[src/rtl/sqr_wav_meas_pkg.sv]
// Shared types and defaults for the square wave generator / measurement pair.
// The unit width bounds both the generator controls and the measured results.
package sqr_wav_pkg;

    localparam int SQR_UNIT_NS = 100;
    localparam int SQR_CLK_NS  = 10;
    localparam int UNIT_W      = 4;
    localparam int UNIT_MAX    = (1 << UNIT_W) - 1;

    typedef logic [UNIT_W-1:0] unit_t;

    typedef enum logic [1:0] {
        SYNC  = 2'd0,
        HIGH  = 2'd1,
        LOW   = 2'd2,
        STUCK = 2'd3
    } meas_state_t;

    // One rounded phase: value in units plus a flag for clamp/saturation.
    typedef struct packed {
        unit_t val;
        logic  err;
    } phase_res_t;

endpackage

[src/rtl/sqr_wav_meas_if.sv]
// Measurement bus: the wave under test going in, one (high, low) pair coming out.
interface sqr_wav_meas_if;
    import sqr_wav_pkg::*;

    logic  sqr_in;
    unit_t high_m;
    unit_t low_n;
    logic  meas_valid;
    logic  err;
    logic  stuck;

    modport master (
        output sqr_in,
        input  high_m, low_n, meas_valid, err, stuck
    );

    modport slave (
        input  sqr_in,
        output high_m, low_n, meas_valid, err, stuck
    );

endinterface

[src/rtl/sqr_wav_meas_sync_edge_det.sv]
// Multi-stage synchroniser for an asynchronous level, with one-cycle rise/fall
// strobes derived from the synchronised level and its previous value.
module sync_edge_det #(
    parameter int STAGES = 2
) (
    input  logic clk,
    input  logic rst,
    input  logic d_i,
    output logic s_o,
    output logic rise_o,
    output logic fall_o
);

    logic [STAGES-1:0] chain_q;
    logic              s_prev_q;

    always_ff @(posedge clk or posedge rst) begin
        if (rst) begin
            chain_q[0] <= 1'b0;
        end else begin
            chain_q[0] <= d_i;
        end
    end

    generate
        for (genvar gi = 1; gi < STAGES; gi++) begin : g_stage
            always_ff @(posedge clk or posedge rst) begin
                if (rst) begin
                    chain_q[gi] <= 1'b0;
                end else begin
                    chain_q[gi] <= chain_q[gi-1];
                end
            end
        end
    endgenerate

    always_ff @(posedge clk or posedge rst) begin
        if (rst) begin
            s_prev_q <= 1'b0;
        end else begin
            s_prev_q <= chain_q[STAGES-1];
        end
    end

    assign s_o    = chain_q[STAGES-1];
    assign rise_o = chain_q[STAGES-1] & ~s_prev_q;
    assign fall_o = ~chain_q[STAGES-1] & s_prev_q;

endmodule

[src/rtl/sqr_wav_meas.sv]
// Square wave measurement: times each synchronised phase, rounds it to whole
// units and publishes one (high, low) pair per period, or a constant-level report.
module sqr_wav_meas
    import sqr_wav_pkg::*;
#(
    parameter int CLK_NS    = SQR_CLK_NS,
    parameter int UNIT_NS   = SQR_UNIT_NS,
    parameter int TIMEOUT_U = 20
) (
    input  logic           clk,
    input  logic           reset,
    sqr_wav_meas_if.slave  bus
);

    localparam int TPU     = UNIT_NS / CLK_NS;
    localparam int PRE_W   = (TPU > 1) ? $clog2(TPU) : 1;
    localparam int CNT_W   = $clog2(TIMEOUT_U + 1);
    // Counter holds L-1 at the closing edge, so round-half-up becomes pre >= this.
    localparam int RND_PRE = TPU - TPU / 2 - 1;

    localparam logic [PRE_W-1:0] PRE_LAST  = PRE_W'(TPU - 1);
    localparam logic [PRE_W-1:0] PRE_RND   = PRE_W'(RND_PRE);
    localparam logic [CNT_W-1:0] UNIT_TO   = CNT_W'(TIMEOUT_U - 1);
    localparam logic [CNT_W-1:0] UNIT_SAT  = CNT_W'(TIMEOUT_U);
    localparam logic [CNT_W:0]   RND_MAX   = (CNT_W + 1)'(UNIT_MAX);
    localparam unit_t            UNIT_FULL = unit_t'(UNIT_MAX);

    logic s, rise, fall, edge_det;

    sync_edge_det #(.STAGES(2)) u_sync (
        .clk    (clk),
        .rst    (reset),
        .d_i    (bus.sqr_in),
        .s_o    (s),
        .rise_o (rise),
        .fall_o (fall)
    );

    assign edge_det = rise | fall;

    // ---------------- phase timer ----------------
    logic [PRE_W-1:0] pre_q, pre_d;
    logic [CNT_W-1:0] unit_q, unit_d;
    logic             timeout;

    always_comb begin
        pre_d  = pre_q;
        unit_d = unit_q;
        if (edge_det) begin
            pre_d  = '0;
            unit_d = '0;
        end else if (unit_q != UNIT_SAT) begin
            if (pre_q == PRE_LAST) begin
                pre_d  = '0;
                unit_d = unit_q + 1'b1;
            end else begin
                pre_d  = pre_q + 1'b1;
            end
        end
    end

    always_ff @(posedge clk or posedge reset) begin
        if (reset) begin
            pre_q  <= '0;
            unit_q <= '0;
        end else begin
            pre_q  <= pre_d;
            unit_q <= unit_d;
        end
    end

    // Fires in the cycle where a closing edge would have measured exactly the timeout length.
    assign timeout = !edge_det && (unit_q == UNIT_TO) && (pre_q == PRE_LAST);

    // ---------------- rounding ----------------
    logic [CNT_W:0] rnd_units;
    phase_res_t     phase;

    always_comb begin
        rnd_units = {1'b0, unit_q} + {{CNT_W{1'b0}}, (pre_q >= PRE_RND)};
        phase.val = unit_t'(rnd_units);
        phase.err = 1'b0;
        if (rnd_units == '0) begin
            phase.val = unit_t'(1);
            phase.err = 1'b1;
        end else if (rnd_units > RND_MAX) begin
            phase.val = UNIT_FULL;
            phase.err = 1'b1;
        end
    end

    // ---------------- FSM ----------------
    meas_state_t state_q, state_d;

    always_ff @(posedge clk or posedge reset) begin
        if (reset) begin
            state_q <= SYNC;
        end else begin
            state_q <= state_d;
        end
    end

    always_comb begin
        state_d = state_q;
        case (state_q)
            SYNC: begin
                if (rise)         state_d = HIGH;
                else if (timeout) state_d = STUCK;
            end
            HIGH: begin
                if (fall)         state_d = LOW;
                else if (timeout) state_d = STUCK;
            end
            LOW: begin
                if (rise)         state_d = HIGH;
                else if (timeout) state_d = STUCK;
            end
            STUCK: begin
                if (rise)         state_d = HIGH;
                else if (fall)    state_d = SYNC;
            end
            default: state_d = SYNC;
        endcase
    end

    // ---------------- outputs ----------------
    phase_res_t hlat_q, hlat_d;
    unit_t      high_q, high_d, low_q, low_d;
    logic       valid_q, valid_d, err_q, err_d, stuck_q, stuck_d;

    always_comb begin
        hlat_d  = hlat_q;
        high_d  = high_q;
        low_d   = low_q;
        err_d   = err_q;
        stuck_d = stuck_q;
        valid_d = 1'b0;
        if (state_q == HIGH && fall) begin
            hlat_d = phase;
        end
        if (state_q == LOW && rise) begin
            valid_d = 1'b1;
            high_d  = hlat_q.val;
            low_d   = phase.val;
            err_d   = hlat_q.err | phase.err;
            stuck_d = 1'b0;
        end else if (state_q != STUCK && timeout) begin
            valid_d = 1'b1;
            high_d  = s ? UNIT_FULL : '0;
            low_d   = s ? '0 : UNIT_FULL;
            err_d   = 1'b0;
            stuck_d = 1'b1;
        end
    end

    always_ff @(posedge clk or posedge reset) begin
        if (reset) begin
            hlat_q  <= '0;
            high_q  <= '0;
            low_q   <= '0;
            valid_q <= 1'b0;
            err_q   <= 1'b0;
            stuck_q <= 1'b0;
        end else begin
            hlat_q  <= hlat_d;
            high_q  <= high_d;
            low_q   <= low_d;
            valid_q <= valid_d;
            err_q   <= err_d;
            stuck_q <= stuck_d;
        end
    end

    assign bus.high_m     = high_q;
    assign bus.low_n      = low_q;
    assign bus.meas_valid = valid_q;
    assign bus.err        = err_q;
    assign bus.stuck      = stuck_q;

endmodule

[src/flat_wrapper.sv]
// flat-port wrapper written by rule: the top's interface ports become plain ports
module sqr_wav_meas_flat import sqr_wav_pkg::*;
#(
    parameter int CLK_NS    = SQR_CLK_NS,
    parameter int UNIT_NS   = SQR_UNIT_NS,
    parameter int TIMEOUT_U = 20
)
  (clk, reset, bus_sqr_in, bus_high_m, bus_low_n, bus_meas_valid, bus_err, bus_stuck);
  sqr_wav_meas_if bus_i ();
  input  logic clk;
  input  logic reset;
  input wire logic [$bits(bus_i.sqr_in)-1:0] bus_sqr_in;
  output wire logic [$bits(bus_i.high_m)-1:0] bus_high_m;
  output wire logic [$bits(bus_i.low_n)-1:0] bus_low_n;
  output wire logic [$bits(bus_i.meas_valid)-1:0] bus_meas_valid;
  output wire logic [$bits(bus_i.err)-1:0] bus_err;
  output wire logic [$bits(bus_i.stuck)-1:0] bus_stuck;
  assign bus_i.sqr_in = bus_sqr_in;
  assign bus_high_m = bus_i.high_m;
  assign bus_low_n = bus_i.low_n;
  assign bus_meas_valid = bus_i.meas_valid;
  assign bus_err = bus_i.err;
  assign bus_stuck = bus_i.stuck;
  sqr_wav_meas #(.CLK_NS(CLK_NS), .UNIT_NS(UNIT_NS), .TIMEOUT_U(TIMEOUT_U)) u_core (.clk(clk), .reset(reset), .bus(bus_i));
endmodule
[config.mk]
export PLATFORM = sky130hd
export DESIGN_NAME = sqr_wav_meas_flat
export DESIGN_NICKNAME = d
export VERILOG_FILES = /design/src/rtl/sqr_wav_meas_pkg.sv /design/src/rtl/sqr_wav_meas_if.sv /design/src/rtl/sqr_wav_meas_sync_edge_det.sv /design/src/rtl/sqr_wav_meas.sv /design/src/flat_wrapper.sv
export SDC_FILE = /design/constraint.sdc
export NUM_CORES = 1
export LEC_CHECK = 0
export ABC_CLOCK_PERIOD_IN_PS = 5950
export CORE_MARGIN = 5
export CORE_UTILIZATION = 55
export DETAILED_ROUTE_END_ITERATION = 8
export PLACE_DENSITY = 0.77
export REMOVE_ABC_BUFFERS = 1
export SYNTH_ARGS = -nofsm -noshare
export SYNTH_HDL_FRONTEND = slang
export SYNTH_SLANG_ARGS = --single-unit
[constraint.sdc]
create_clock -name clk -period 5.95 [get_ports clk]
set_clock_uncertainty 0.1 [all_clocks]
set_input_delay 0.8925 -clock clk [delete_from_list [all_inputs] [get_ports clk]]
set_output_delay 0.8925 -clock clk [all_outputs]
set_load 0.005 [all_outputs]
==> flow_metrics.tcl <==
set metrics [dict create \
    cp-end-kind "register" \
    cts_made_buffers 5 \
    fin_crit_ns 2.238 \
    startpoint_type "register" \
    tns_ns 0 \
    min_from "u_core.u_sync.chain_q[0]" \
    timing.rr.start "u_core.pre_q[2]" \
    worstHoldPathType "reg2reg" \
    via_count 1260 \
    hold_end "u_core.u_sync.s_o" \
    setup_violations 0 \
    cts_sinks 30 \
    max_freq_ghz 0.4468 \
    syn_avg_cell_area_um2 9.796 \
    cts-resized-gates 0 \
    viasPerCell 6.000 \
    diodes 0 \
    synthXorXnorAreaFrac 0.005452 \
    first_pass_iters 4 \
    preCtsSetupSlack_ns 3.613 \
    synth_seq_cells 30 \
    wl_um 3305 \
    seq_area_frac_synth 0.4673 \
    holdPathStages 0 \
    drive_gt1_frac 0.07821 \
    layout_common_cells "dfrtp_1 (30), nand2_1 (19), nor2_1 (15)" \
    p_int_mw 0.4226 \
    regToRegSetupSlack_ns 3.71 \
    pwr_density_cell_mw_per_mm2 354.0 \
    netlist_instances 164 \
    final_nets 190 \
    drv_cap 0 \
    rsz0062_at_grt "false" \
    cts_setup_buffers 0 \
    remaining_drc_errors 0 \
    antenna_left 0 \
    synthMuxAreaShare 0.01869 \
    fin_crit_sh 0.3761 \
    status "finished, final reports clean" \
    routabilityCongestion 0.8498 \
    max_slew.worst_pin.slew_ns 1.116 \
    arrival_ns 2.40 \
    synth_top_family_by_area "simple AND/OR/NAND/NOR gates" \
    required_ns 6.11 \
    cts_buffer_depth 2 \
    post_drt_wl_per_cell_um 15.74 \
    antenna_found_initial 0 \
    path_delay_family "simple AND/OR/NAND/NOR gates" \
    switchingPower_mw 0.2099 \
    portBuffers 13 \
    combPwrFrac 0.315 \
    switching_share 0.3319 \
    dpl.hpwl_um 2419 \
    synthAdderAreaFrac 0.07009 \
    power_frac_seq 0.483 \
    r2r-end "u_core.hlat_q[1]" \
    crit_path_top_delay_cell "dfrtp_1" \
    synth.distinct_cells 45 \
    grt_pass1_vias 1273 \
    coreArea_mm2 0.002781 \
    clkPwrFrac 0.201 \
    drt-initial-drc-count 84 \
    critical_path_buf_inv_count 0 \
    start_util 0.5776 \
    slew_headroom 0.2551 \
    final_common_cell "dfrtp_1" \
    syn_area_mm2 0.001607 \
    grt_usage 0.1813 \
    htree_levels 2 \
    grt_pass1_wl_um 5802 \
    finalHoldViolCount 0 \
    grt_overflow 0 \
    whs_ns 0.2767 \
    setup_slack_ns 3.712 \
    finalPower_mw 0.6325 \
    synth-compound-area-share 0.1861 \
    syn_to_final_growth_pct 11.21 \
    clk_pin_slew_worst_paths_ns 0.09 \
    drv_slew 0 \
    cts_tree "built" \
    r2r_cells 7 \
    vdd_drop_max_mv 0.3271 \
    power_leakage_nw 0.8309 \
    cts_hold_buf 0 \
    yosys.area_share.simple 0.1986 \
    dieArea_mm2 0.004102 \
    cp_max_fo 6 \
    num_rows 19 \
    die_height_um 64.05 \
    yosys_warnings 0 \
    cpPeakStageDelay_ns 0.43 \
    grt_max_degree 31 \
    io_pins 14 \
    root_buffer "clkbuf_4" \
    die_w_um 64.05 \
    insertion_delay_ns 0.34 \
    path_cells "or2_2 -> ha_1 -> ha_1 -> or2_2 -> o21ai_1 -> o2111ai_1 -> a31oi_1" \
    worstSetupPathType "reg2reg" \
]
-- registers in the layout (all words and copies together), names as in the netlist --
signal / flops
u_core.bus.high_m: 4
u_core.bus.stuck: 1
u_core.bus.meas_valid: 1
u_core.bus.low_n: 4
u_core.unit_q: 5
u_core.u_sync.chain_q: 1
u_core.state_q: 2
u_core.pre_q: 4
u_core.bus.err: 1
u_core.u_sync.s_o: 1
u_core.hlat_q: 5
u_core.u_sync.s_prev_q: 1
-- worst max-delay path by stage --
| stage | from | end | slack (ns) | depth (start not counted) |
|---|---|---|---|---|
| final | u_core.pre_q[2] | u_core.hlat_q[1] | 3.71 | 7 |
| after global routing | u_core.pre_q[2] | u_core.bus.low_n[0] | 3.61 | 7 |
| after CTS | u_core.bus.err | bus_err | 3.72 | 1 |
| after detailed placement | reset | u_core.unit_q[1] | 3.61 | 2 |
| after global placement | reset | u_core.bus.err | 3.64 | 2 |
| after floorplan | u_core.pre_q[2] | u_core.bus.low_n[0] | 3.92 | 7 |
-- Yosys cell counts (all sizes together) --
master | n | area share
dfrtp | 30 | 0.47
a21oi | 10 | 0.031
o211ai | 2 | 0.0093
a211oi | 1 | 0.0047
a41o | 1 | 0.0062
a41oi | 1 | 0.0055
and4bb | 1 | 0.0078
nor2 | 15 | 0.035
o21bai | 2 | 0.0093
a311oi | 2 | 0.011
or2 | 2 | 0.0078
o21ai | 6 | 0.019
o2bb2ai | 1 | 0.0055
o2111ai | 1 | 0.0055
nand2b | 1 | 0.0039
a31oi | 5 | 0.019
and3 | 3 | 0.012
mux2i | 3 | 0.019
inv | 10 | 0.023
a21boi | 1 | 0.0047
o31ai | 2 | 0.0093
o32a | 1 | 0.0062
nand2 | 19 | 0.044
nand3 | 8 | 0.033
or2b | 1 | 0.0047
and4b | 1 | 0.0086
ha | 9 | 0.070
nand3b | 1 | 0.0047
nor4b | 1 | 0.0055
a21o | 2 | 0.0093
and3b | 1 | 0.0078
o22ai | 4 | 0.016
xnor2 | 1 | 0.0055
a22oi | 1 | 0.0047
nor3 | 2 | 0.0062
a31o | 1 | 0.0055
and2 | 3 | 0.013
o21a | 1 | 0.0047
nand4 | 1 | 0.0039
buf | 6 | 0.030
-- per-stage QoR --
stage / instance area [um^2] / std cells / utilization
after floorplan: 1558 / 158 / -
after global placement: 1727 / 202 / 0.6208
after global routing: 1787 / 210 / 0.6424
after CTS: 1787 / 210 / 0.6424
after detailed placement: 1727 / 202 / 0.6208
final: 1787 / 210 / 0.6424
-- cell type report --
cell class | count | area (um^2)
clock buffers | 7 | 55.05
clock inverters | 1 | 5.005
fillers | 235 | 994.7
inverters | 10 | 37.54
multi-input cells | 118 | 769.5
flip-flops and latches | 30 | 750.7
well taps | 31 | 38.79
repair buffers | 13 | 130.1
-- cells by family after synthesis --
family	count (synthesis)
compound gates	45
xor+xnor	1
fa+ha+maj	9
buf+inv	16
flops	30
mux	3
simple gates	60
-- power groups by stage --
stage | clock, mW | combinational (mW) | sequential, mW
3_5_place_dp | 0 | 0.201 | 0.310
3_3_place_gp | 0 | 0.194 | 0.306
4_1_cts | 0.130 | 0.203 | 0.306
5_1_grt | 0.142 | 0.221 | 0.316
2_1_floorplan | 0 | 0.115 | 0.303
6_report | 0.127 | 0.199 | 0.306
-- routing by layer --
metal,share of wire,vias to the layer above,track usage
li1,-,617,-
met1,0.44,609,0.2379
met2,0.49,32,0.2739
met3,0.064,2,0.05954
met4,0.0094,0,0.07792
met5,0,-,0
(Power assumes the default switching activity.)
